**src/rtl/vga_timing_pkg.sv**
```systemverilog
// Shared VGA timing constants and pixel types for the sync generator,
// renderer and position-to-cell mapper.
package vga_timing_pkg;

    // 640x480 @ 60 Hz reference timing
    localparam int unsigned DEF_H_ACTIVE  = 640;
    localparam int unsigned DEF_H_FP      = 16;
    localparam int unsigned DEF_H_SYNC    = 96;
    localparam int unsigned DEF_H_BP      = 48;
    localparam int unsigned DEF_V_ACTIVE  = 480;
    localparam int unsigned DEF_V_FP      = 10;
    localparam int unsigned DEF_V_SYNC    = 2;
    localparam int unsigned DEF_V_BP      = 33;
    localparam int unsigned DEF_CLK_DIV   = 4;
    localparam int unsigned DEF_COLOR_LAT = 1;

    // Position and colour widths
    localparam int unsigned POS_W   = 10;
    localparam int unsigned CHAN_W  = 4;
    localparam int unsigned COLOR_W = 3 * CHAN_W;

    typedef logic [COLOR_W-1:0] rgb444_t;

    // One stage of the enable/sync delay line; syncs are active-low
    typedef struct packed {
        logic en;
        logic hs_n;
        logic vs_n;
    } sync_stage_t;

    localparam sync_stage_t SYNC_IDLE = '{en: 1'b0, hs_n: 1'b1, vs_n: 1'b1};

    function automatic int unsigned axis_total(input int unsigned active,
                                               input int unsigned fp,
                                               input int unsigned sync,
                                               input int unsigned bp);
        return active + fp + sync + bp;
    endfunction

endpackage

```
**src/rtl/vga_axis_counter.sv**
```systemverilog
// One timing axis: counts 0..TOTAL-1 on inc_en and decodes the
// active region and the active-low sync window from the current count.
module vga_axis_counter
    import vga_timing_pkg::*;
#(
    parameter int unsigned TOTAL      = 800,
    parameter int unsigned ACTIVE     = 640,
    parameter int unsigned SYNC_START = 656,
    parameter int unsigned SYNC_END   = 751,
    parameter int unsigned W          = POS_W
) (
    input  logic         clk_in,
    input  logic         rst_n_in,
    input  logic         inc_en,
    output logic [W-1:0] count,
    output logic         wrap,
    output logic         active,
    output logic         sync_n
);

    logic [W-1:0] count_q;

    // Comparisons are done at 32 bits so no narrow overflow can fake a match
    assign wrap   = (32'(count_q) == TOTAL - 1);
    assign active = (32'(count_q) < ACTIVE);
    assign sync_n = !((32'(count_q) >= SYNC_START) && (32'(count_q) <= SYNC_END));
    assign count  = count_q;

    // Position register: advance on inc_en, return to 0 after the terminal count
    always_ff @(posedge clk_in or negedge rst_n_in) begin
        if (!rst_n_in) begin
            count_q <= '0;
        end else if (inc_en) begin
            if (wrap) begin
                count_q <= '0;
            end else begin
                count_q <= count_q + W'(1);
            end
        end
    end

endmodule

```
**src/rtl/vga_sync_gen.sv**
```systemverilog
// VGA timing generator: pixel-clock divider, horizontal/vertical position
// counters, sync decode, a latency-matching delay line and the blanked
// RGB output register.
module vga_sync_gen
    import vga_timing_pkg::*;
#(
    parameter int unsigned H_ACTIVE  = DEF_H_ACTIVE,
    parameter int unsigned H_FP      = DEF_H_FP,
    parameter int unsigned H_SYNC    = DEF_H_SYNC,
    parameter int unsigned H_BP      = DEF_H_BP,
    parameter int unsigned V_ACTIVE  = DEF_V_ACTIVE,
    parameter int unsigned V_FP      = DEF_V_FP,
    parameter int unsigned V_SYNC    = DEF_V_SYNC,
    parameter int unsigned V_BP      = DEF_V_BP,
    parameter int unsigned CLK_DIV   = DEF_CLK_DIV,
    parameter int unsigned COLOR_LAT = DEF_COLOR_LAT
) (
    input  logic               clk_in,
    input  logic               rst_n_in,
    input  logic [COLOR_W-1:0] color_in,
    output logic [POS_W-1:0]   current_row,
    output logic [POS_W-1:0]   current_line,
    output logic               enable,
    output logic               pix_tick,
    output logic               frame_start,
    output logic [CHAN_W-1:0]  vga_r,
    output logic [CHAN_W-1:0]  vga_g,
    output logic [CHAN_W-1:0]  vga_b,
    output logic               vga_hs,
    output logic               vga_vs
);

    localparam int unsigned H_TOTAL = axis_total(H_ACTIVE, H_FP, H_SYNC, H_BP);
    localparam int unsigned V_TOTAL = axis_total(V_ACTIVE, V_FP, V_SYNC, V_BP);
    localparam int unsigned DIV_W   = 4;

    logic [DIV_W-1:0] div_q;
    logic             tick_q;
    logic             run_q;
    logic             h_wrap, h_active, h_sync_n;
    logic             v_wrap, v_active, v_sync_n;
    sync_stage_t      raw_stage;
    sync_stage_t      stage_in [COLOR_LAT+1];
    sync_stage_t      stage_q  [COLOR_LAT+1];
    rgb444_t          rgb_q;

    // Pixel divider; the tick is registered so it stays low through reset
    // even when CLK_DIV is 1, and run_q keeps enable low until the first edge
    always_ff @(posedge clk_in or negedge rst_n_in) begin
        if (!rst_n_in) begin
            div_q  <= '0;
            tick_q <= 1'b0;
            run_q  <= 1'b0;
        end else begin
            run_q <= 1'b1;
            if (32'(div_q) == CLK_DIV - 1) begin
                div_q  <= '0;
                tick_q <= 1'b1;
            end else begin
                div_q  <= div_q + DIV_W'(1);
                tick_q <= 1'b0;
            end
        end
    end

    vga_axis_counter #(
        .TOTAL      (H_TOTAL),
        .ACTIVE     (H_ACTIVE),
        .SYNC_START (H_ACTIVE + H_FP),
        .SYNC_END   (H_ACTIVE + H_FP + H_SYNC - 1),
        .W          (POS_W)
    ) u_h_counter (
        .clk_in   (clk_in),
        .rst_n_in (rst_n_in),
        .inc_en   (tick_q),
        .count    (current_row),
        .wrap     (h_wrap),
        .active   (h_active),
        .sync_n   (h_sync_n)
    );

    vga_axis_counter #(
        .TOTAL      (V_TOTAL),
        .ACTIVE     (V_ACTIVE),
        .SYNC_START (V_ACTIVE + V_FP),
        .SYNC_END   (V_ACTIVE + V_FP + V_SYNC - 1),
        .W          (POS_W)
    ) u_v_counter (
        .clk_in   (clk_in),
        .rst_n_in (rst_n_in),
        .inc_en   (tick_q & h_wrap),
        .count    (current_line),
        .wrap     (v_wrap),
        .active   (v_active),
        .sync_n   (v_sync_n)
    );

    assign enable      = run_q & h_active & v_active;
    assign pix_tick    = tick_q;
    assign frame_start = tick_q & h_wrap & v_wrap;
    assign raw_stage   = '{en: enable, hs_n: h_sync_n, vs_n: v_sync_n};

    // Delay-line taps: stage 0 takes the raw decode, each later stage the previous one
    always_comb begin
        stage_in[0] = raw_stage;
        for (int unsigned i = 1; i <= COLOR_LAT; i++) begin
            stage_in[i] = stage_q[i-1];
        end
    end

    // The colour register sits in parallel with the last sync stage, so it is
    // gated by the enable entering that stage: colour and sync leave together
    always_ff @(posedge clk_in or negedge rst_n_in) begin
        if (!rst_n_in) begin
            for (int unsigned i = 0; i <= COLOR_LAT; i++) begin
                stage_q[i] <= SYNC_IDLE;
            end
            rgb_q <= '0;
        end else begin
            for (int unsigned i = 0; i <= COLOR_LAT; i++) begin
                stage_q[i] <= stage_in[i];
            end
            rgb_q <= stage_in[COLOR_LAT].en ? color_in : '0;
        end
    end

    assign vga_hs = stage_q[COLOR_LAT].hs_n;
    assign vga_vs = stage_q[COLOR_LAT].vs_n;
    assign vga_r  = rgb_q[11:8];
    assign vga_g  = rgb_q[7:4];
    assign vga_b  = rgb_q[3:0];

endmodule

```
**config.mk**
```make
export PLATFORM = sky130hd
export DESIGN_NAME = vga_sync_gen
export DESIGN_NICKNAME = d
export VERILOG_FILES = /design/src/rtl/vga_timing_pkg.sv /design/src/rtl/vga_axis_counter.sv /design/src/rtl/vga_sync_gen.sv
export SDC_FILE = /design/constraint.sdc
export NUM_CORES = 1
export LEC_CHECK = 0
export ABC_AREA = 1
export ABC_CLOCK_PERIOD_IN_PS = 1600
export CAP_MARGIN = 20
export CORE_MARGIN = 2
export CORE_UTILIZATION = 50
export CTS_BUF_LIST = sky130_fd_sc_hd__clkbuf_4 sky130_fd_sc_hd__clkbuf_8
export DETAILED_ROUTE_END_ITERATION = 12
export HOLD_SLACK_MARGIN = 0.03
export PLACE_DENSITY = 0.78
export SETUP_SLACK_MARGIN = 0.5
export SLEW_MARGIN = 25
export SYNTH_ARGS = -nofsm -noshare
export SYNTH_HDL_FRONTEND = slang
export SYNTH_SLANG_ARGS = --single-unit
```
**constraint.sdc**
```tcl
create_clock -name clk_in -period 1.6 [get_ports clk_in]
set_input_delay 0.32 -clock clk_in [delete_from_list [all_inputs] [get_ports clk_in]]
set_output_delay 0.32 -clock clk_in [all_outputs]
set_load 0.02 [all_outputs]
```
==> flow_summary.toml, run 1 <==
[status]
outcome = "stopped before the end"
failed_stage = "global routing"
tool.error = "[ERROR DPL-0038] Utilization greater than 100%, impossible to legalize"

[die]
start_util_pct = 53.31
dieHeight_um = 67.18
die_width_um = 67.18
rows = 22
ioPinCount = 51

[clocking]
cts_root_buffer = "clkbuf_8"
cts_max_level = 2
clock_path_buffers = 2
cts_sinks = 43
cts_made_buffers = 5

[placed_design]
dp_hpwl_mm = 3.731
routabilityCongestion = 0.8116
portBuffers = 50
place_area_um2 = 2954
post-place-cells = 368

[logic_synthesis]
syn_area_um2 = 1996
syn_area_per_cell_um2 = 8.456
synth_area_leaders = "dfrtp_1, nand2_1, inv_1, dfstp_2, nand3_1"
ys_types = 26
synth.net_count = 256
yosysTopAreaCell = "dfrtp_1"
synth-seq-cells = 43
synth_seq_area_share_pct = 54.17
yosys_warnings = 0
synth_top_area_share_pct = 48.90
syn_inst = 236

[global_route]
grt_max_degree = 28

[timing]
grt-worst-endpoint = "frame_start"
worst_path_end_type = "output port"
[cell families after synthesis]
kind of cell | synth area share [%]
AND/OR/NAND/NOR | 23.76
buffers and inverters | 10.28
AO/OA/AOI/OAI | 4.764
other | 0.1879
XOR/XNOR | 3.072
adder cells (fa/ha/maj) | 3.762
flip-flops | 54.17
[stage by stage]
step                      TNS, ns  setup WS, ns  hold WS, ns
after floorplan                 0      0.001597      0.02441
after detailed placement  -0.7008       -0.4261       0.2731
after CTS                 -0.3272       -0.2259       0.3587
after global placement    -0.6271       -0.3725       0.2613
[synth_stat cells]
cell	count
buf_6	1
nand3_1	20
clkbuf_1	1
a21oi_1	2
nand2_1	56
xor2_1	4
dfstp_2	4
nand4_1	3
nor2_1	16
inv_1	47
or2_2	1
nor2_2	1
o21ai_1	1
o211ai_1	2
o21ai_0	13
nor2_4	1
xnor2_1	3
conb_1	1
nor3_1	9
dfrtp_1	39
buf_2	1
nand2_2	1
inv_2	1
ha_1	6
clkbuf_2	1
nand3_2	1
[repair_timing]
| action | in CTS |
|---|---|
| gates resized for setup | 283 |
| hold buffers | 1 |
| pin swaps | 18 |
| buffers inserted | 18 |
| endpoints found under the setup margin | 57 |
| cloned | 1 |
| endpoints found under the hold margin | 14 |
==> inputs of run 2 (changes only) <==
- CORE_UTILIZATION: 50 -> 40
- CTS_BUF_LIST: sky130_fd_sc_hd__clkbuf_4 sky130_fd_sc_hd__clkbuf_8 -> not set
- HOLD_SLACK_MARGIN: 0.03 -> not set
- PLACE_DENSITY: 0.78 -> not set
- PLACE_DENSITY_LB_ADDON: not set -> 0.15
- SETUP_SLACK_MARGIN: 0.5 -> not set
==> run 2 against run 1 <==
Compared with the run above:
- the flow now finishes, with violations (negative setup slack)
- synthesized cell count unchanged
- synthesized area stayed put
==> flow_summary.toml, run 2 <==
[layout]
layout.nets = 356
finish.utilization_pct = 65.21
num_antenna_cells = 0
final_common_cell = "nand2_1"
largest_reg_flops = 12
syn2layout_area_growth_pct = 55.36
finalInstanceArea_um2 = 3100
regMostFlops = "rgb_q"
drive_gt1_share_pct = 25.82
final_cell_mix = "nand2_1, inv_1, buf_4"

[logic_synthesis]
synth-edff-count = 0
synth_top_area_share_pct = 48.90
yosysTopAreaCell = "dfrtp_1"
synth_seq_area_share_pct = 54.17
syn_area_um2 = 1996
async_reset_ff_share_pct = 100.0
syn_area_per_cell_um2 = 8.456
synth.net_count = 256
synthFlopType = "dfrtp_1"
syn_inst = 236
synth_area_leaders = "dfrtp_1, nand2_1, inv_1, dfstp_2, nand3_1"
ys_types = 26
synthTopCellsByCount = "nand2_1, inv_1, dfrtp_1"
yosysMostFrequentCell = "nand2_1"
yosys_warnings = 0
synth-seq-cells = 43

[placed_design]
portBuffers = 50
place_area_um2 = 2867
dp_hpwl_mm = 3.196
routabilityCongestion = 0.8697
dp_slack_ns = -0.4407

[timing]
fin_skew_ns = 0.004012
fin_crit_sh_pct = 112.7
finalHoldViolCount = 0
slew_viol_final = 0
max_freq_mhz = 554.4
final.min_clock_period_ns = 1.804
worst_hold_slack_ns = 0.3591
setup_viol = 1
worst_slack_ns = -0.2038
rsz0062_at_grt = "true"

[detailed_routing]
wire_per_inst_um = 11.08
vias = 1800
route.antenna.remaining_nets = 0
dr.pass1.iters = 4
drc = 0
drt_iter0_markers = 97
drt-total-wl_mm = 4.477
viasPerCell = 4.455

[die]
rows = 25
dieArea_um2 = 5570
die_width_um = 74.64
start_util_pct = 41.97
ioPinCount = 51
dieHeight_um = 74.64
core_um2 = 4755

[status]
violations = "negative setup slack"
outcome = "finished, violations left"

[power_and_ir_drop]
leakage_nw = 1.640
ir_worst_vdd_mv = 0.4794
p_total_w = 0.002079
internal-power_w = 0.001638
switchingPower_w = 0.0004406
seqPwrFrac_pct = 53.5
combPwrFrac_pct = 6.3
swShare_pct = 21.20
pwr_density_cell_nw_per_um2 = 670.5
power_frac_clock_pct = 40.2

[worst_setup_path]
arrival_ns = 1.48
worstPathRequired_ns = 1.28
start_kind = "register"
r2r_start = "u_h_counter.count[1]"
critPathLaunch = "u_v_counter.count[1]"
endpoint_kind = "output pin"
r2r_cells = 9
r2r-end = "u_v_counter.count[0]"
reg2reg_setup_slack_ns = 0.02
critPathMaxFanout = 2
critPathKind = "register to output pin"
cp-endpoint = "frame_start"

[global_route]
grt_max_degree = 44
grt_pass1_vias = 1714
overflow = 0
antenna_found_initial = 0
grt_usage_pct = 17.84
grt_pass1_wl_mm = 7.514

[clocking]
cts_sinks = 43
cts_root_buffer = "clkbuf_8"
cts_max_level = 2
path_clk_slew_ns = 0.08
clkLatencyLatePin_ns = 0.29
clock_path_buffers = 2
cts_made_buffers = 5
cts_tree = "done"

[min_path]
hold_path.class = "register to register"

[flow_run]
drv_cap = 0
[run 2: cell counts after synthesis]
Identical to the previous run, type by type.
[run 2: worst max-delay path, cell delays in order, from the launching register on]
cell and delay (ns):
dfrtp_2 0.41, inv_2 0.08, ha_4 0.13, nand2_2 0.06
nor2_4 0.12, nand3_2 0.11, nor3_4 0.14, buf_6 0.14
[run 2: cell type report]
type                    instances  area (um2)
well taps                      67       83.83
fillers                       423        1654
multi-input cells             141       795.8
flip-flops and latches         43        1085
clock buffers                   6       72.57
inverters                      48       182.7
repair buffers                 97       843.3
clock inverters                 2       37.54
[run 2: how the worst min path moves through the flow]
stage	from	endpoint	slack [ns]	cells after the start
after detailed placement	rst_n_in	rgb_q[7]	0.31	2
after floorplan	rst_n_in	div_q[0]	0.02	0
after CTS	stage_in[0]	vga_vs	0.36	0
after global routing	stage_in[0]	vga_vs	0.37	0
after global placement	rst_n_in	rgb_q[7]	0.31	2
final	stage_in[1]	vga_hs	0.36	0
[run 2: power groups by stage]
stage	Combinational, W	Clock, W	Sequential [W]
detailed placement	0.000128	0	0.00113
global route	0.000145	0.000897	0.00111
global placement	0.000128	0	0.00113
CTS	0.000131	0.000866	0.00111
finish	0.000131	0.000836	0.00111
floorplan	0.0000170	0	0.00115
[run 2: logic make-up (layout without fill, tap and decap cells)]
logic type / Yosys count / in the layout / synth area share (%)
fa+ha+maj: 6 / 6 / 3.762
flops: 43 / 43 / 54.17
compound gates: 18 / 18 / 4.764
xor+xnor: 7 / 7 / 3.072
other cells: 1 / 1 / 0.1879
buf+inv: 52 / 153 / 10.28
simple gates: 109 / 109 / 23.76
[run 2: repair_timing]
item | 4_1_cts | 5_1_grt
setup buffers | 4 | 5
hold endpoints to repair | 30 | 0
pin swaps | 6 | 4
hold buffers | 1 | 0
setup endpoints to repair | 25 | 12
resized for setup | 45 | 17
[run 2: per-stage QoR]
stage	cells	setup TNS, ns
after detailed placement	387	-0.7543
after global routing	404	-0.6817
final	404	-0.2038
after floorplan	236	0
after global placement	387	-0.6598
after CTS	400	-0.2568
[run 2: per-layer routing]
metal | vias up | global-route usage (%) | wire (um)
met2 | 45 | 31.56 | 2326
met1 | 831 | 21.48 | 1869
li1 | 918 | - | -
met5 | - | 0 | 0
met4 | 0 | 5.159 | 51
met3 | 6 | 4.685 | 230
No activity file was read; power rests on OpenSTA's default activity.
==> inputs of run 3 (changes only) <==
- ABC_AREA: 1 -> not set
==> run 3 against run 2 <==
Compared with the run above:
- the run still ends with negative setup slack left
- core utilization is 3.3 points higher
- count of clock-buffer cells in the layout stayed put
- register-to-register slack worse by 0.16 ns
- setup slack got worse by 0.21 ns
- die area fell by 6.4%
- cell area fell by 2.5%
- synthesized cell count shrank 32%
- first-iteration DRC count decreased by 21%
- sequential power barely moved
- sequential share of layout area increased by 1.2 points
- cell count shrank 22%
- critical path type unchanged
- critical endpoint unchanged
- largest power group unchanged
- highest routed layer unchanged
==> flow_summary.toml, run 3 <==
[layout]
drive_gt1_share_pct = 35.74
finish.utilization_pct = 68.51
num_antenna_cells = 0
finalInstanceArea_um2 = 3024
regMostFlops = "rgb_q"
largest_reg_flops = 12
final_cell_mix = "buf_4, dfrtp_1, clkdlybuf4s50_1"
nFillCells = 321
layout.nets = 282
syn2layout_area_growth_pct = 62.43
final_common_cell = "buf_4"

[detailed_routing]
drc = 0
drt-total-wl_mm = 4.581
route.antenna.remaining_nets = 0
viasPerCell = 5.029
wire_per_inst_um = 14.54
drt_iter0_markers = 77
vias = 1584
dr.pass1.iters = 4

[global_route]
grt_busiest_layer = "met2"
antenna_found_initial = 0
met1_usage_pct = 23.51
overflow = 0
grt_usage_pct = 18.87
grt_use_met3_pct = 3.750
grt_max_degree = 29
use_met2_pct = 33.54
grt_pass1_wl_mm = 7.728
grt_pass1_vias = 1653

[worst_setup_path]
critPathLaunch = "u_h_counter.count[6]"
worstPathRequired_ns = 1.28
critPathKind = "register to output pin"
crit_chain = "or2_4 > or4_4 > nor2_4 > buf_6"
start_kind = "register"
arrival_ns = 1.69
r2r_start = "u_h_counter.count[6]"
crit_slowest_cell = "or4_4"
critPathMaxFanout = 2
max_stage_delay_ns = 0.51
endpoint_kind = "output pin"

[clocking]
clkLatencyLatePin_ns = 0.29
cts_root_buffer = "clkbuf_8"
cts_max_level = 2
cts_tree = "done"
path_clk_slew_ns = 0.08
cts_sinks = 43
cts_made_buffers = 5
clock_path_buffers = 2

[timing]
final.min_clock_period_ns = 2.014
rsz0062_at_grt = "true"
setup_viol = 13
fin_skew_ns = 0.007554
worst_slack_ns = -0.4142
slew_viol_final = 0
max_freq_mhz = 496.5
finalHoldViolCount = 0
fin_tns_setup_ns = -1.461
fin_crit_sh_pct = 125.9

[logic_synthesis]
syn_inst = 161
ys_types = 42
yosysTopAreaCell = "dfrtp_1"
synth_seq_area_share_pct = 58.06
yosysMostFrequentCell = "dfrtp_1"
syn_area_um2 = 1862
synthFlopType = "dfrtp_1"
synth.net_count = 181
syn_area_per_cell_um2 = 11.56
synthTopCellsByCount = "dfrtp_1, and2_1, nand3_1"
yosys_warnings = 0
synth-seq-cells = 43
synth_top_area_share_pct = 52.42
synth_area_leaders = "dfrtp_1, dfstp_2, and2_1, ha_1, xnor2_1"
synth-edff-count = 0
async_reset_ff_share_pct = 100.0

[power_and_ir_drop]
leakage_nw = 1.427
ir_worst_vdd_mv = 0.3216
pwr_density_cell_nw_per_um2 = 630.4
p_total_w = 0.001906

[die]
core_um2 = 4414
ioPinCount = 51
dieHeight_um = 72.23
dieArea_um2 = 5216
start_util_pct = 42.18
rows = 24
die_width_um = 72.23

[min_path]
min_from = "stage_in[1]"
hold_path.class = "register to register"

[placed_design]
dp_hpwl_mm = 3.243
dp_slack_ns = -0.5766
place_area_um2 = 2708
routabilityCongestion = 0.8361
portBuffers = 50

[flow_run]
drv_cap = 0

[status]
outcome = "finished, violations left"
violations = "negative setup slack"
## run 3: path summary, 6_finish.rpt
path / endpoint / cells past startpoint / slack (ns)
max: frame_start / 4 / -0.41
min: vga_hs / 0 / 0.36
max reg2reg: u_v_counter.count[4] / 6 / -0.14
min reg2reg: vga_hs / 0 / 0.36
max in group asynchronous: stage_in[1] / 3 / 0.56
min in group asynchronous: rgb_q[2] / 2 / 0.50
## run 3: cell families after synthesis
| kind of cell | after synthesis | synth area share (%) |
|---|---|---|
| AO/OA/AOI/OAI | 22 | 7.662 |
| XOR/XNOR | 10 | 4.705 |
| adder cells (fa/ha/maj) | 6 | 4.032 |
| buffers and inverters | 14 | 3.562 |
| flip-flops | 43 | 58.06 |
| multiplexers | 2 | 1.142 |
| other | 1 | 0.2014 |
| AND/OR/NAND/NOR | 63 | 20.63 |
## run 3: stage by stage
| stage | hold slack [ns] | cells |
|---|---|---|
| final | 0.3586 | 315 |
| after floorplan | 0.02441 | 161 |
| after detailed placement | 0.2597 | 292 |
| after global placement | 0.2522 | 292 |
| after global routing | 0.3628 | 315 |
| after CTS | 0.3601 | 312 |
## run 3: power breakdown
group / internal [W] / switching, W / total (W)
registers: 0.00110 / 0.00000793 / 0.00111
logic: 0.0000713 / 0.0000586 / 0.000130
clock network: 0.000305 / 0.000360 / 0.000665
## run 3: per-layer routing
layer / vias up / routed length, um
li1: 755 / -
met1: 781 / 1940
met2: 44 / 2391
met3: 4 / 218
met4: 0 / 31
met5: - / 0
## run 3: timing repair
item / CTS / global route
pin swaps: 5 / 6
endpoints found under the setup margin: 37 / 20
gates resized for setup: 54 / 16
hold buffers: 1 / 0
hold endpoints to repair: 15 / 0
buffers inserted: 11 / 4
## run 3: worst max-delay path, delay by kind of cell (launching register included)
family	cells	cell delay, ns
buffers and inverters	1	0.12
AND/OR/NAND/NOR	3	0.89
flip-flops	1	0.41
## run 3: layout make-up
class / instances / area, um2 / share of cell area [%]
clock inverters: 2 / 12.51 / 0.4137
repair buffers: 100 / 884.6 / 29.25
well taps: 52 / 65.06 / 2.151
multi-input cells: 104 / 865.8 / 28.63
clock buffers: 6 / 72.57 / 2.400
inverters: 8 / 30.03 / 0.9930
flip-flops and latches: 43 / 1094 / 36.16
==> inputs of run 4 (changes only) <==
- REMOVE_ABC_BUFFERS: not set -> 1
==> run 4 against run 3 <==
Compared with the run above:
- the flow still finishes with violations (negative setup slack)
- largest cell class unchanged
- fmax is 0.63% lower
- wire length rose by 2.7%
- register-to-register slack worse by 0.04 ns
- setup slack got worse by 0.013 ns
- die area unchanged
==> flow_summary.toml, run 4 (same netlist as run 3, synthesis figures left out) <==
[layout]
drive_gt1_share_pct = 36.40
nFillCells = 323
finish.utilization_pct = 69.44
regMostFlops = "rgb_q"
syn2layout_area_growth_pct = 64.65
final_cell_mix = "buf_4, dfrtp_1, clkdlybuf4s50_1"
final_common_cell = "buf_4"
layout.nets = 291
num_antenna_cells = 0
largest_reg_flops = 12

[power_and_ir_drop]
ir_worst_vdd_mv = 0.5130
p_total_w = 0.001907
leakage_nw = 1.441
pwr_density_cell_nw_per_um2 = 622.2

[worst_setup_path]
r2r_start = "u_h_counter.count[1]"
path_delay_family = "simple AND/OR/NAND/NOR gates"
max_stage_delay_ns = 0.56
crit_slowest_cell = "or4_4"
critPathMaxFanout = 2
critPathLaunch = "u_h_counter.count[5]"
crit_chain = "or2_4 > or4_4 > nor2_4 > buf_6"
worstPathRequired_ns = 1.28
start_kind = "register"
endpoint_kind = "output pin"
critPathKind = "register to output pin"
arrival_ns = 1.71
critPathBufInv = 1

[timing]
fin_tns_setup_ns = -1.710
slew_viol_final = 0
fin_crit_sh_pct = 126.7
worst_hold_slack_ns = 0.3584
worst_slack_ns = -0.4269
final.min_clock_period_ns = 2.027
max_freq_mhz = 493.4
fin_skew_ns = 0.002615
setup_viol = 15
finalHoldViolCount = 0
rsz0062_at_grt = "true"

[clocking]
cts_made_buffers = 5
clkLatencyLatePin_ns = 0.29
cts_root_buffer = "clkbuf_8"
cts_sinks = 43
clock_path_buffers = 2
cts_tree = "done"
cts_max_level = 2
path_clk_slew_ns = 0.08

[die]
ioPinCount = 51
core_um2 = 4414
dieArea_um2 = 5216
rows = 24
dieHeight_um = 72.23
die_width_um = 72.23
start_util_pct = 42.18

[placed_design]
routabilityCongestion = 0.8250
portBuffers = 50
dp_hpwl_mm = 3.132
dp_slack_ns = -0.5887

[detailed_routing]
vias = 1608
viasPerCell = 4.963
drt_iter0_markers = 56
drc = 0
dr.pass1.iters = 4
drt-total-wl_mm = 4.704
route.antenna.remaining_nets = 0
wire_per_inst_um = 14.52

[global_route]
grt_usage_pct = 19.04
grt_max_degree = 30
grt_pass1_wl_mm = 7.769
overflow = 0
antenna_found_initial = 0
grt_pass1_vias = 1676

[min_path]
min_from = "stage_in[1]"
hold_path.class = "register to register"

[status]
outcome = "finished, violations left"
violations = "negative setup slack"

[flow_run]
drv_cap = 0
==> run 4: per-layer routing <==
metal | track usage, % | share of wire (%) | vias up
li1 | - | - | 774
met1 | 24.32 | 44 | 778
met2 | 31.80 | 49 | 50
met3 | 4.583 | 5.8 | 6
met4 | 6.289 | 1.1 | 0
met5 | 0 | 0 | -
==> run 4: power breakdown <==
group	internal, W	switching (W)	total, W
clock network	0.000305	0.000361	0.000667
logic	0.0000712	0.0000591	0.000130
registers	0.00110	0.00000680	0.00111
==> run 4: path summary, 6_finish.rpt <==
kind	slack, ns	cells after the start	to
max in group asynchronous	0.59	3	stage_in[0]
min reg2reg	0.36	0	vga_hs
max reg2reg	-0.18	7	u_v_counter.count[4]
min	0.36	0	vga_hs
max	-0.43	4	frame_start
min in group asynchronous	0.47	2	rgb_q[5]
==> run 4: cell type report <==
cell class | count | area [um2] | share of cell area [%]
inverter | 8 | 30.03 | 0.9796
sequential | 43 | 1082 | 35.31
multi-input combinational | 104 | 849.6 | 27.71
tap | 52 | 65.06 | 2.122
clock buffer | 6 | 72.57 | 2.367
timing repair buffer | 109 | 953.4 | 31.10
clock inverter | 2 | 12.51 | 0.4082
==> run 4: timing repair <==
action / in CTS / in global routing
pin swaps: 12 / 9
hold buffers: 1 / 0
endpoints found under the hold margin: 12 / 0
gates cloned: 0 / 0
setup endpoints to repair: 35 / 16
setup buffers: 6 / 16
gates resized for setup: 60 / 20
==> run 4: per-stage QoR <==
step,area [um2],instances
final,3065,324
after global placement,2691,296
after floorplan,1826,155
after CTS,2877,309
after global routing,3065,324
after detailed placement,2691,296
